### src/rtl/memory_access.sv
// RV32I memory-access stage: issues one bus transaction per load/store with a
// request/ack handshake, steers byte lanes, extends load data and owns MEM/WB.
module memory_access #(
  parameter int DataWidth = 32,
  parameter int AddrWidth = 32
) (
  input  logic                     clock,
  input  logic                     reset,
  input  logic                     in_valid,
  input  logic [31:0]              instruction,
  input  logic [AddrWidth-1:0]     instruction_address,
  input  logic [DataWidth-1:0]     alu_result,
  input  logic [DataWidth-1:0]     reg2_data,
  input  logic                     memory_read_enable,
  input  logic                     memory_write_enable,
  input  logic [2:0]               funct3,
  input  logic [1:0]               regs_write_source,
  input  logic                     reg_write_enable,
  input  logic [4:0]               reg_write_address,
  output logic                     bus_request,
  output logic                     bus_write,
  output logic [AddrWidth-1:0]     bus_address,
  output logic [DataWidth-1:0]     bus_write_data,
  output logic [DataWidth/8-1:0]   bus_write_strobe,
  input  logic                     bus_ack,
  input  logic [DataWidth-1:0]     bus_read_data,
  output logic                     mem_stall,
  output logic                     mem_fault,
  output logic [31:0]              wb_instruction,
  output logic [AddrWidth-1:0]     wb_instruction_address,
  output logic [DataWidth-1:0]     wb_alu_result,
  output logic [DataWidth-1:0]     wb_memory_read_data,
  output logic [1:0]               wb_regs_write_source,
  output logic                     wb_reg_write_enable,
  output logic [4:0]               wb_reg_write_address
);
  localparam int NumLanes = DataWidth / 8;
  localparam int OffW     = $clog2(NumLanes);

  typedef enum logic {IDLE, BUSY} state_t;
  state_t r_state;

  logic                 r_bus_request, r_bus_write, r_mem_fault, r_load;
  logic [AddrWidth-1:0] r_bus_address;
  logic [DataWidth-1:0] r_bus_write_data;
  logic [NumLanes-1:0]  r_bus_write_strobe;
  logic [2:0]           r_funct3;
  logic [OffW-1:0]      r_offset;
  logic [31:0]          r_instr, r_wb_instr;
  logic [AddrWidth-1:0] r_instr_addr, r_wb_instr_addr;
  logic [DataWidth-1:0] r_alu, r_wb_alu, r_wb_mem_data;
  logic [1:0]           r_wsrc, r_wb_wsrc;
  logic                 r_wen, r_wb_wen;
  logic [4:0]           r_waddr, r_wb_waddr;

  logic                 w_mem_op, w_is_byte, w_is_half, w_misaligned, w_issue, w_fault, w_sext;
  logic [NumLanes-1:0]  w_strobe;
  logic [DataWidth-1:0] w_wdata, w_load_data;
  logic [7:0]           w_byte;
  logic [15:0]          w_half;

  // funct3[1:0] picks the size; every encoding other than B/H behaves as a word
  assign w_mem_op     = in_valid & (memory_read_enable | memory_write_enable);
  assign w_is_byte    = (funct3[1:0] == 2'b00);
  assign w_is_half    = (funct3[1:0] == 2'b01);
  assign w_misaligned = (w_is_half & alu_result[0]) |
                        (!w_is_byte & !w_is_half & (|alu_result[1:0]));
  assign w_issue      = (r_state == IDLE) & w_mem_op & !w_misaligned;
  assign w_fault      = (r_state == IDLE) & w_mem_op & w_misaligned;
  assign mem_stall    = w_issue | ((r_state == BUSY) & !bus_ack);

  for (genvar l = 0; l < NumLanes; l++) begin : g_lane
    assign w_strobe[l] = w_is_byte ? (alu_result[OffW-1:0] == OffW'(l))
                       : w_is_half ? (alu_result[1] == (((l / 2) % 2) == 1))
                       : 1'b1;
    assign w_wdata[8*l +: 8] = w_is_byte ? reg2_data[7:0]
                             : w_is_half ? reg2_data[8*(l%2) +: 8]
                             : reg2_data[8*l +: 8];
  end

  assign w_byte = bus_read_data[{r_offset, 3'b000} +: 8];
  assign w_half = bus_read_data[{r_offset[OffW-1], 4'b0000} +: 16];
  assign w_sext = ~r_funct3[2];

  always_comb begin
    w_load_data = bus_read_data;
    case (r_funct3[1:0])
      2'b00:   w_load_data = {{(DataWidth-8){w_sext & w_byte[7]}}, w_byte};
      2'b01:   w_load_data = {{(DataWidth-16){w_sext & w_half[15]}}, w_half};
      default: w_load_data = bus_read_data;
    endcase
  end

  always_ff @(posedge clock or negedge reset) begin
    if (!reset) begin
      r_state            <= IDLE;
      r_bus_request      <= 1'b0;
      r_bus_write        <= 1'b0;
      r_bus_address      <= '0;
      r_bus_write_data   <= '0;
      r_bus_write_strobe <= '0;
      r_mem_fault        <= 1'b0;
      r_load             <= 1'b0;
      r_funct3           <= '0;
      r_offset           <= '0;
      r_instr            <= '0;
      r_instr_addr       <= '0;
      r_alu              <= '0;
      r_wsrc             <= '0;
      r_wen              <= 1'b0;
      r_waddr            <= '0;
      r_wb_instr         <= '0;
      r_wb_instr_addr    <= '0;
      r_wb_alu           <= '0;
      r_wb_mem_data      <= '0;
      r_wb_wsrc          <= '0;
      r_wb_wen           <= 1'b0;
      r_wb_waddr         <= '0;
    end else begin
      r_mem_fault     <= w_fault;
      // MEM/WB takes a bubble unless a result retires this cycle
      r_wb_instr      <= '0;
      r_wb_instr_addr <= '0;
      r_wb_alu        <= '0;
      r_wb_mem_data   <= '0;
      r_wb_wsrc       <= '0;
      r_wb_wen        <= 1'b0;
      r_wb_waddr      <= '0;
      case (r_state)
        IDLE: begin
          if (w_issue) begin
            r_state            <= BUSY;
            r_bus_request      <= 1'b1;
            r_bus_write        <= memory_write_enable;
            r_bus_address      <= {alu_result[AddrWidth-1:OffW], OffW'(0)};
            r_bus_write_data   <= memory_write_enable ? w_wdata : '0;
            r_bus_write_strobe <= memory_write_enable ? w_strobe : '0;
            r_load             <= memory_read_enable;
            r_funct3           <= funct3;
            r_offset           <= alu_result[OffW-1:0];
            r_instr            <= instruction;
            r_instr_addr       <= instruction_address;
            r_alu              <= alu_result;
            r_wsrc             <= regs_write_source;
            r_wen              <= reg_write_enable;
            r_waddr            <= reg_write_address;
          end else if (in_valid && !w_mem_op) begin
            r_wb_instr      <= instruction;
            r_wb_instr_addr <= instruction_address;
            r_wb_alu        <= alu_result;
            r_wb_wsrc       <= regs_write_source;
            r_wb_wen        <= reg_write_enable;
            r_wb_waddr      <= reg_write_address;
          end
        end
        BUSY: begin
          if (bus_ack) begin
            r_state         <= IDLE;
            r_bus_request   <= 1'b0;
            r_wb_instr      <= r_instr;
            r_wb_instr_addr <= r_instr_addr;
            r_wb_alu        <= r_alu;
            r_wb_mem_data   <= r_load ? w_load_data : '0;
            r_wb_wsrc       <= r_wsrc;
            r_wb_wen        <= r_wen;
            r_wb_waddr      <= r_waddr;
          end
        end
        default: r_state <= IDLE;
      endcase
    end
  end

  assign bus_request            = r_bus_request;
  assign bus_write              = r_bus_write;
  assign bus_address            = r_bus_address;
  assign bus_write_data         = r_bus_write_data;
  assign bus_write_strobe       = r_bus_write_strobe;
  assign mem_fault              = r_mem_fault;
  assign wb_instruction         = r_wb_instr;
  assign wb_instruction_address = r_wb_instr_addr;
  assign wb_alu_result          = r_wb_alu;
  assign wb_memory_read_data    = r_wb_mem_data;
  assign wb_regs_write_source   = r_wb_wsrc;
  assign wb_reg_write_enable    = r_wb_wen;
  assign wb_reg_write_address   = r_wb_waddr;
endmodule
### config.mk
export PLATFORM = sky130hd
export DESIGN_NAME = memory_access
export DESIGN_NICKNAME = d
export VERILOG_FILES = /design/src/rtl/memory_access.sv
export SDC_FILE = /design/constraint.sdc
export NUM_CORES = 1
export LEC_CHECK = 0
export ABC_AREA = 1
export CORE_UTILIZATION = 35
export CTS_CLUSTER_DIAMETER = 40
export DETAILED_ROUTE_END_ITERATION = 6
export PLACE_DENSITY = 0.72
export SYNTH_ARGS = -nofsm -noshare
export SYNTH_HDL_FRONTEND = slang
export SYNTH_SLANG_ARGS = --single-unit
### constraint.sdc
create_clock -name clock -period 1.4 [get_ports clock]
set_input_delay 0.21 -clock clock [delete_from_list [all_inputs] [get_ports clock]]
set_output_delay 0.21 -clock clock [all_outputs]
set_load 0.01 [all_outputs]
**After elaboration in Yosys (flattened, before gate mapping)**

Cells that the tools add are included.

- ROM bits: 0
- Bits in latches: 0
- Memory bits (writable): 0
- Register bits: 316
- Memories kept: 0

- Divide/modulo/power cells: 0
- Bitwise logic cells: 16
- Reductions and logical operators: 12
- Order comparisons: 0
- Eq/ne operators: 7
- Mux-type cells: 47
- Add/sub/neg operators: 0
- $mul: 0
- Shift-type cells: 2

Operators by type and width:

| cell | count |
|---|---|
| $mux 32 | 13 |
| $pmux 32 s2 | 4 |
| $mux 8 | 5 |
| $shiftx 32x6->16 | 1 |
| $shiftx 32x6->8 | 1 |
| $mux 5 | 3 |
| $mux 1 | 13 |
| $and 1x1->1 | 10 |
| $pmux 5 s2 | 1 |
| $eq 2x1->1 const B | 3 |
| $logic_not 2->1 | 3 |
| $mux 2 | 3 |
| $pmux 1 s2 | 3 |
| $logic_not 1->1 | 5 |
| $eq 2x2->1 const B | 2 |
| $mux 4 | 1 |
| $ne 2x2->1 const B | 2 |
| $pmux 2 s2 | 1 |
| $reduce_and 2->1 | 2 |
| $not 1->1 | 3 |
| $or 1x1->1 | 3 |
| $reduce_or 2->1 | 1 |
| $logic_and 1x1->1 | 1 |

**Depth between registers and ports, before layout**

Gate-level depths: netlist of the first run.

- Depth after elaboration: 9
- Gate-level depth with buffers: 11
- Gate-level depth less buffers: 9

**Worst setup path after synthesis of the first run**

Ideal clock, no wire load.

- Kind: register to output
- Start: register r_state
- End: output port mem_stall
- Path buffers: 2
- Data required time: 1190 ps
- Cell stages (with the launch flop): 6
- Data arrival time: 1201 ps
- Setup slack: -11 ps
- Cell sequence: dfrtp_1 -> nor3_2 -> nand2_4 -> buf_6 -> buf_4 -> o21ai_0

- Cells in the longest elaborated chain, start to end: 4
- Elaborated cells between the ends (all ways): 5
- Those cells by class: bitwise: 5

Ends and longest elaborated chain:

| element | line | RTL |
|---|---|---|
| from (decl) | 41 | `state_t r_state;` |
| from (signal assigned) | 96 | `r_state <= IDLE;` |
| from (signal assigned) | 132 | `r_state <= BUSY;` |
| from (signal assigned) | 158 | `r_state <= IDLE;` |
| $not 1->1 (no source line) | n/a |  |
| $and 1x1->1 (2 in a row) | 68 | `assign w_issue = (r_state == IDLE) & w_mem_op & !w_misaligned;` |
| $or 1x1->1 * | 70 | `assign mem_stall = w_issue \| ((r_state == BUSY) & !bus_ack);` |
| to (decl) | 27 | `output logic mem_stall,` |

Every way passes the cells marked *; elsewhere a longest branch is shown, timed or not.

**Final worst setup path of the first run**

Ends and elaborated chain as after synthesis.

==> run_results.csv, run 1 <==
group,metric,value,unit
outcome,status,"finished with violations",
outcome,violations,"negative setup slack",
logic_synthesis,synth-async-reset-ratio,100,%
routing,routedWlPerCell,16.6,µm
logic_synthesis,synth_most_common_cell,"nand2_1",
clock_tree,numCtsBuffers,42,
sta,final_hold_viol_count,0,
min_path,min_path_type,"in -> async",
sta,period_share,120,%
worst_setup_path,required,1.19,ns
floorplanning,pin_count,385,
routing,vias,10000,
logic_synthesis,yosysWarnings,0,
sta,slew_violations,0,
job,maxCapViolations,0,
logic_synthesis,ys_seq_area_share,61.4,%
logic_synthesis,ys.flop_type,"dfrtp_1",
logic_synthesis,synth_top_area_share,61.4,%
logic_synthesis,ys_top_cells_by_area,"dfrtp_1 (61%), nand2_1 (11%), o21ai_1 (6.1%), o21ai_0 (5.3%), inv_1 (4.5%)",
logic_synthesis,syn_avg_cell_area,9.24,µm²
logic_synthesis,synth_edf_count,0,
worst_setup_path,crit_arrival,1.48,ns
clock_tree,clock-sinks,284,
global_routing,grt_start_max_net_pins,60,
pwr,power_leakage,9.08,nW
sta,max_freq,593,MHz
logic_synthesis,ys_types,28,
cells_and_area,n_fill_cell,2927,
floorplanning,die_area,33800,µm²
clock_tree,clock_latency,0.51,ns
sta,fin_worst_skew,0.0167,ns
global_routing,overflow,0,
floorplanning,num_rows,66,
cells_and_area,area_delta_synth_final,52.6,%
sta,finalHoldWorstSlack,0.208,ns
cells_and_area,nets,1843,
logic_synthesis,yosysTopAreaCell,"dfrtp_1",
routing,ant_nets,0,
logic_synthesis,syn_inst,1253,
cells_and_area,drive_gt1_share,12.0,%
global_routing,grt_pass1_vias,10400,
pwr,peakVddDrop,796,µV
routing,drt_pass1_iterations,5,
cells_and_area,regArea,7110,µm²
routing,post_drt_via_cell_ratio,4.69,
place,port-buffer-count,382,
place,hpwl,23.3,mm
clock_tree,cts_root_buf,"clkbuf_16",
clock_tree,clockBufferDepth,3,
logic_synthesis,ys_ff_latch,284,
sta,fin_ws,-0.286,ns
pwr,power.density,1470,nW/µm²
floorplanning,die_width,184,µm
floorplanning,coreArea,32500,µm²
clock_tree,clk_pin_slew_worst_paths,0.05,ns
sta,fin_crit,1.69,ns
worst_setup_path,start_kind,"flip-flop",
clock_tree,h-tree-depth,2,
logic_synthesis,syn_area,11600,µm²
logic_synthesis,synth_commonest_cells,"nand2_1 (335), dfrtp_1 (284), o21ai_1 (140)",
sta,setup-violations-final,189,
global_routing,grt_antenna_before_repair,1,
sta,rsz0062_at_grt,"true",
worst_setup_path,crit_fanout,2,
global_routing,grt_pass1_wl,55.9,mm
routing,drc,0,
place,gp_congestion,0.845,
worst_setup_path,path_class,"reg -> out",
floorplanning,initial_core_util,35.6,%
global_routing,grt_use_total,21.2,%
clock_tree,cts_tree,"done",
cells_and_area,multi_input_area,3340,µm²
floorplanning,fp.dieH,184,µm
routing,finalWirelength,35.6,mm
pwr,total_power,26.0,mW
worst_setup_path,endpoint_kind,"primary output",
routing,drt-initial-drc-count,615,
==> state kept, by name, summed over array words and instances (netlist names), 5 cells and up <==
name,count
wb_reg_write_address,5
r_instr,32
wb_memory_read_data,32
r_alu,31
bus_write_data,32
wb_alu_result,32
wb_instruction,32
r_waddr,5
wb_instruction_address,32
r_instr_addr,32
==> cells by family (layout without fill, tap and decap cells) <==
logic type	Yosys count	count (layout)	share of synthesized area [%]
and+or+nand+nor	415	417	14.4
DFF	284	284	61.4
other	1	3	0.0324
buffers and inverters	244	683	10.5
AOI/OAI and AO/OA	309	309	13.7
==> repair_timing <==
| action | in CTS | in global routing |
|---|---|---|
| resized for setup | 342 | 5 |
| cloned | 8 | 0 |
| setup endpoints to repair | 462 | 345 |
| pin swaps | 3 | 1 |
| hold buffers | 1 | 0 |
| endpoints found under the hold margin | 210 | 0 |
| setup buffers | 5 | 0 |
==> final timing paths <==
check | endpoint | depth (start not counted) | start | slack (ns)
min reg2reg | wb_regs_write_source[1] | 2 | r_wsrc[1] | 0.48
min | bus_write_data[21] | 2 | reset | 0.21
min in group clock | r_alu[25] | 3 | alu_result[25] | 0.25
max | mem_stall | 5 | r_state | -0.29
max in group asynchronous | r_instr[13] | 3 | reset | 0.56
max reg2reg | bus_write_strobe[0] | 7 | r_state | -0.24
==> per-stage QoR <==
stage / std cells / utilization (%) / setup TNS, ns / setup WS, ns / instance area [µm²]
floorplan: 1254 / - / 0 / 0.00992 / 11600
global placement: 2050 / 49.2 / -117.93 / -0.569 / 16000
detailed placement: 2050 / 49.2 / -123.03 / -0.598 / 16000
CTS: 2137 / 54.3 / -28.38 / -0.337 / 17700
global route: 2138 / 54.3 / -46.17 / -0.387 / 17700
finish: 2138 / 54.3 / -25.58 / -0.286 / 17700
==> critical path, cell delays in order, from the launching register on <==
cell     delay (ns)
dfrtp_1        0.40
nor3_2         0.18
buf_4          0.16
nand2_8        0.04
o21ai_2        0.04
buf_2          0.14
==> where the power goes <==
group,internal (mW),leakage (nW),switching (mW),total [mW]
clock network,6.85,0.686,3.79,10.6
logic,2.51,4.66,2.68,5.19
registers,9.48,3.73,0.715,10.2
==> routing by layer <==
layer | part of all wire (%) | wire [µm] | vias to the layer above | global-route usage, %
li1 | - | - | 4756 | -
met2 | 49 | 17300 | 396 | 36.0
met5 | 0 | 0 | - | 0
met3 | 8.0 | 2840 | 86 | 5.15
met4 | 3.6 | 1300 | 0 | 8.37
met1 | 40 | 14200 | 4788 | 25.8
==> layout by cell type, fill, tap and decap left out, types with 2 or more instances in the layout <==
cell,synthesis,routed
clkinv_4,0,3
inv_2,4,4
inv_1,139,138
o211ai_1,7,7
a21oi_1,29,29
a31oi_1,8,8
bufbuf_16,0,4
clkinvlp_4,0,6
clkdlybuf4s15_1,0,95
buf_16,0,4
inv_6,1,5
clkdlybuf4s15_2,0,7
o22ai_1,2,2
or2_2,7,7
bufinv_16,0,5
clkdlybuf4s50_1,0,175
o21ai_1,140,143
nand2_4,4,3
buf_6,15,3
nand2_2,3,5
clkbuf_1,24,5
dfrtp_1,284,283
buf_4,44,58
dlygate4sd2_1,0,102
inv_8,0,3
nor2_1,43,42
o21ai_0,122,117
buf_12,0,12
clkbuf_16,0,43
nor2_2,11,11
buf_2,14,2
nand2_8,0,4
conb_1,1,2
clkbuf_8,0,5
nand2_1,335,332
nand3_1,9,9
o21ai_2,0,2
==> cell type report <==
cell class              instances  share of cell area (%)
diodes                          1                  0.0142
clock buffers                  53                    6.59
multi-input cells             728                    18.9
clock inverters                20                    1.56
well taps                     442                    3.13
inverters                     146                    3.21
repair buffers                464                    26.4
flip-flops and latches        284                    40.2
(Power assumes the default switching activity.)
==> run 2, diff against run 1 <==
RECOVER_POWER = 100   (was not set)
==> run 2 against run 1 <==
Compared with the run above:
- the run still ends with negative setup slack left
- worst hold slack gained 0.043 ns
- final cell count is the same
- non-clock buffer count is the same
- core utilization shrank 0.054 points
- sequential cell count is the same
==> run_results.csv, run 2 (synthesized netlist as in run 1, its figures left out) <==
group,metric,value,unit
place,hpwl,23.3,mm
worst_setup_path,cp_slowest_cell,"dfrtp_1",
worst_setup_path,required,1.19,ns
pwr,power_leakage,9.07,nW
routing,drt-initial-drc-count,616,
sta,final_hold_viol_count,0,
sta,relSlewSlack,26.6,%
worst_setup_path,crit_buf_inv,2,
routing,routedWlPerCell,16.6,µm
global_routing,grt_pass1_vias,10400,
routing,drc,0,
cells_and_area,final_area,17700,µm²
sta,setup-violations-final,191,
routing,post_drt_via_cell_ratio,4.68,
floorplanning,fp.dieH,184,µm
worst_setup_path,crit_family,"flip-flops",
sta,worstMarginPinSlew,1.10,ns
clock_tree,cts_root_buf,"clkbuf_16",
floorplanning,pin_count,385,
cells_and_area,area_delta_synth_final,52.4,%
cells_and_area,instances_no_fill,2138,
worst_setup_path,crit_fanout,2,
sta,max_freq,595,MHz
global_routing,overflow,0,
sta,slew_violations,0,
routing,ant_nets,0,
cells_and_area,mostFrequentLayoutCells,"nand2_1 (332), dfrtp_1 (283), clkdlybuf4s50_1 (175)",
cells_and_area,mostFrequentLayoutCell,"nand2_1",
floorplanning,num_rows,66,
routing,finalWirelength,35.6,mm
clock_tree,numCtsBuffers,42,
worst_setup_path,endpoint_kind,"primary output",
global_routing,grt_start_max_net_pins,60,
job,maxCapViolations,0,
place,gp_congestion,0.845,
sta,period_share,120,%
floorplanning,die_area,33800,µm²
cells_and_area,drive_gt1_share,12.0,%
cells_and_area,post-route-util,54.3,%
worst_setup_path,max_stage_delay,0.40,ns
worst_setup_path,crit_chain,"nor3_2 -> buf_4 -> nand2_8 -> o21ai_2 -> buf_2",
clock_tree,h-tree-depth,2,
global_routing,grt_pass1_wl,55.9,mm
clock_tree,cts_tree,"done",
pwr,power.density,1470,nW/µm²
outcome,status,"finished with violations",
pwr,total_power,26.0,mW
clock_tree,clk_pin_slew_worst_paths,0.05,ns
outcome,violations,"negative setup slack",
min_path,min-delay-start,"alu_result[25]",
clock_tree,clock_latency,0.51,ns
clock_tree,clockBufferDepth,3,
pwr,peakVddDrop,797,µV
worst_setup_path,path_class,"reg -> out",
sta,fin_crit,1.68,ns
worst_setup_path,start_kind,"flip-flop",
cells_and_area,nets,1843,
worst_setup_path,startpoint,"r_state",
worst_setup_path,crit_arrival,1.47,ns
sta,fin_ws,-0.280,ns
floorplanning,die_width,184,µm
sta,rsz0062_at_grt,"true",
place,placed_cell_area,16000,µm²
sta,fin_tns_setup,-25.03,ns
floorplanning,initial_core_util,35.6,%
worst_setup_path,r2r-start,"r_state",
routing,drt_pass1_iterations,5,
routing,vias,10000,
floorplanning,coreArea,32500,µm²
clock_tree,clock-sinks,284,
min_path,min_path_type,"in -> reg",
sta,fin_worst_skew,0.0179,ns
place,dp.cells,2050,
place,port-buffer-count,382,
global_routing,grt_use_total,21.2,%
global_routing,grt_antenna_before_repair,1,
==> run 2: final cells by class <==
type                            instances  area [µm²]
Sequential cell                       284        7110
Tap cell                              442         553
Antenna cell                            1        2.50
Clock buffer                           53        1160
Multi-Input combinational cell        728        3340
Clock inverter                         20         275
Fill cell                            2931       14900
Inverter                              146         568
Timing Repair Buffer                  464        4640
==> run 2: worst register-to-register path, delay by kind of cell, from the launching register on <==
family | cells | cell delay, ns
flip-flops | 1 | 0.40
AND/OR/NAND/NOR | 3 | 0.28
AO/OA/AOI/OAI | 1 | 0.06
buffers and inverters | 3 | 0.76
==> run 2: what timing repair did <==
action                     in CTS  in global routing
pin swaps                       3                  1
hold endpoints to repair      210                  0
cloned                          8                  0
setup endpoints to repair     462                345
hold buffers                    1                  0
resized for setup             342                  5
buffers inserted                5                  0
==> run 2: path summary, 6_finish.rpt <==
check | endpoint | slack, ns | cells past startpoint
setup reg to reg | bus_write_strobe[0] | -0.24 | 7
hold / removal | r_alu[25] | 0.25 | 3
setup / recovery | mem_stall | -0.28 | 5
min in group asynchronous | bus_write_data[19] | 0.46 | 2
hold reg to reg | wb_regs_write_source[1] | 0.48 | 2
max in group asynchronous | r_instr[21] | 0.05 | 3
==> run 2: routing by layer <==
metal | vias to the layer above | GRT usage [%] | routed length (µm)
met1 | 4759 | 25.8 | 14200
met2 | 394 | 36.0 | 17200
met5 | - | 0 | 0
met3 | 93 | 5.15 | 2880
met4 | 0 | 8.37 | 1310
li1 | 4756 | - | -
==> run 2: stage by stage <==
| stage | setup slack (ns) | hold slack [ns] |
|---|---|---|
| floorplan | 0.00992 | -0.0856 |
| global placement | -0.569 | 0.126 |
| detailed placement | -0.598 | 0.140 |
| CTS | -0.337 | 0.199 |
| global route | -0.387 | 0.249 |
| finish | -0.280 | 0.252 |
==> run 2: power by group <==
| group | leakage [nW] | total [mW] | internal [mW] | switching [mW] |
|---|---|---|---|---|
| Clock | 0.686 | 10.6 | 6.85 | 3.78 |
| Sequential | 3.73 | 10.2 | 9.48 | 0.712 |
| Combinational | 4.66 | 5.19 | 2.51 | 2.68 |
| Total | 9.07 | 26.0 | 18.8 | 7.17 |
==> run 3, diff against run 2 <==
TNS_END_PERCENT = 1   (was not set)
==> run 3 against run 2 <==
Compared with the run above:
- the flow still finishes with violations (negative setup slack)
- wire length fell by 1.9%
- global-route usage down 1.6 points
- clock-buffer cell count did not move
- total power down 0.35%
- combinational power fell by 2%
- clock skew increased by 0.00062 ns
- core utilization down 0.31 points
- worst hold slack worse by 0.0011 ns
- largest power group unchanged
- highest routed layer unchanged
==> run_results.csv, run 3 (synthesized netlist as in run 1, its figures left out) <==
group,metric,value,unit
outcome,status,"finished with violations",
outcome,violations,"negative setup slack",
floorplanning,die_width,184,µm
routing,finalWirelength,34.9,mm
sta,setup-violations-final,175,
place,gp_congestion,0.845,
place,port-buffer-count,382,
worst_setup_path,cp_slowest_cell,"clkdlybuf4s50_1",
sta,fin_ws,-0.264,ns
worst_setup_path,reg2regPathDepth,8,
cells_and_area,nets,1841,
clock_tree,clock-sinks,284,
sta,fin_worst_skew,0.0185,ns
global_routing,grt_start_max_net_pins,98,
pwr,power.density,1480,nW/µm²
pwr,power.share.clock,41.0,%
routing,drc,0,
pwr,combinationalPowerShare,19.6,%
clock_tree,cts_tree,"done",
sta,final_hold_viol_count,0,
floorplanning,pin_count,385,
worst_setup_path,r2r_setup_slack,-0.26,ns
worst_setup_path,crit_arrival,2.09,ns
pwr,power_leakage,8.85,nW
worst_setup_path,start_kind,"input port",
clock_tree,cts_root_buf,"clkbuf_16",
sta,worstMarginPinSlew,1.10,ns
global_routing,grt_antenna_before_repair,0,
worst_setup_path,path_class,"in -> reg",
routing,drt-initial-drc-count,686,
place,hpwl,23.3,mm
floorplanning,coreArea,32500,µm²
min_path,whs_endpoint,"r_alu[25]",
pwr,p_switching,7.19,mW
routing,drt_pass1_iterations,5,
pwr,total_power,25.9,mW
place,dp.cells,2050,
worst_setup_path,crit_fanout,95,
clock_tree,h-tree-depth,2,
place,place_worst_setup_slack,-0.598,ns
global_routing,overflow,0,
worst_setup_path,r2r-end,"r_instr[7]",
job,maxCapViolations,0,
worst_setup_path,endpoint_kind,"flip-flop",
min_path,holdPathStages,3,
cells_and_area,n_fill_cell,2901,
worst_setup_path,max_stage_delay,0.52,ns
routing,post_drt_via_cell_ratio,4.68,
min_path,min-delay-start,"alu_result[25]",
clock_tree,numCtsBuffers,42,
sta,period_share,119,%
cells_and_area,drive_gt1_share,14.9,%
global_routing,grt_pass1_wl,52.3,mm
cells_and_area,antenna_cells,0,
worst_setup_path,r2r-start,"r_state",
sta,fin_crit,1.66,ns
sta,relSlewSlack,26.9,%
sta,rsz0062_at_grt,"true",
routing,ant_nets,0,
cells_and_area,mostFrequentLayoutCells,"nand2_1 (324), dfrtp_1 (283), clkdlybuf4s50_1 (175)",
sta,max_freq,601,MHz
cells_and_area,area_delta_synth_final,51.6,%
floorplanning,initial_core_util,35.6,%
global_routing,grt_use_total,19.6,%
cells_and_area,instances_no_fill,2135,
floorplanning,num_rows,66,
routing,vias,9986,
routing,routedWlPerCell,16.3,µm
sta,slew_violations,0,
clock_tree,clockBufferDepth,3,
clock_tree,clock_latency,0.51,ns
worst_setup_path,required,1.82,ns
pwr,sw_frac_of_total,27.7,%
pwr,p_int,18.7,mW
pwr,peakVddDrop,797,µV
pwr,seq_power_share,39.4,%
min_path,min_path_type,"in -> reg",
global_routing,grt_pass1_vias,9991,
floorplanning,die_area,33800,µm²
cells_and_area,mostFrequentLayoutCell,"nand2_1",
worst_setup_path,crit_chain,"clkdlybuf4s50_1 -> inv_1 -> o21ai_1 -> nand2_2 -> nand2_8 -> buf_4 -> buf_12 -> buf_12 -> nand2_1 -> o21ai_1",
floorplanning,fp.dieH,184,µm
clock_tree,clk_pin_slew_worst_paths,0.05,ns
-- run 3: how the worst max path moves through the flow --
stage                              startpoint            endpoint  slack (ns)  cells after the start
after floorplan                       r_state           mem_stall        0.01                      5
after global placement               in_valid           mem_stall       -0.57                      7
after detailed placement  memory_write_enable  bus_write_data[27]       -0.60                      9
after CTS                             r_state           mem_stall       -0.34                      5
after global routing            alu_result[1]  bus_write_data[12]       -0.35                     10
final                           alu_result[1]          r_instr[7]       -0.26                     10
-- run 3: layout make-up --
cell class	count	area (µm²)	area share [%]
Multi-Input combinational cell	726	3380	19.3
Inverter	146	563	3.21
Tap cell	442	553	3.15
Clock inverter	20	275	1.57
Clock buffer	53	1160	6.63
Sequential cell	284	7110	40.5
Timing Repair Buffer	464	4510	25.7
-- run 3: per-layer routing --
metal	vias to the layer above	wire (µm)	GRT usage, %	share of wire [%]
met5	-	0	0	0
met4	0	1100	7.10	3.1
met3	78	2680	4.95	7.7
met2	382	17000	33.0	49
met1	4784	14100	24.2	40
li1	4742	-	-	-
-- run 3: worst max-delay path, delay by kind of cell --
kind / cells / cell delay, ns
buffers and inverters: 5 / 1.20
AND/OR/NAND/NOR: 3 / 0.33
AO/OA/AOI/OAI: 2 / 0.25
-- run 3: per-stage QoR --
stage	cell area (µm²)	hold WS, ns	utilization, %	setup TNS, ns
2_1_floorplan	11600	-0.0856	-	0
3_3_place_gp	16000	0.126	49.2	-117.93
3_5_place_dp	16000	0.140	49.2	-123.03
4_1_cts	17400	0.199	53.4	-17.12
5_1_grt	17600	0.248	53.9	-61.50
6_report	17600	0.251	53.9	-25.87
-- run 3: timing repair --
action | 4_1_cts | 5_1_grt
pin swaps | 2 | 2
setup buffers | 0 | 3
hold buffers | 1 | 0
setup endpoints to repair | 462 | 354
resized for setup | 335 | 141
gates cloned | 0 | 8
endpoints found under the hold margin | 210 | 0
-- run 3: power by group through the flow --
stage          clock (mW)  combinational [mW]  sequential (mW)
2_1_floorplan           0                2.45             10.4
3_3_place_gp            0                5.21             10.3
3_5_place_dp            0                5.33             10.3
4_1_cts              10.8                4.99             10.2
5_1_grt              11.2                5.61             10.4
6_report             10.6                5.07             10.2
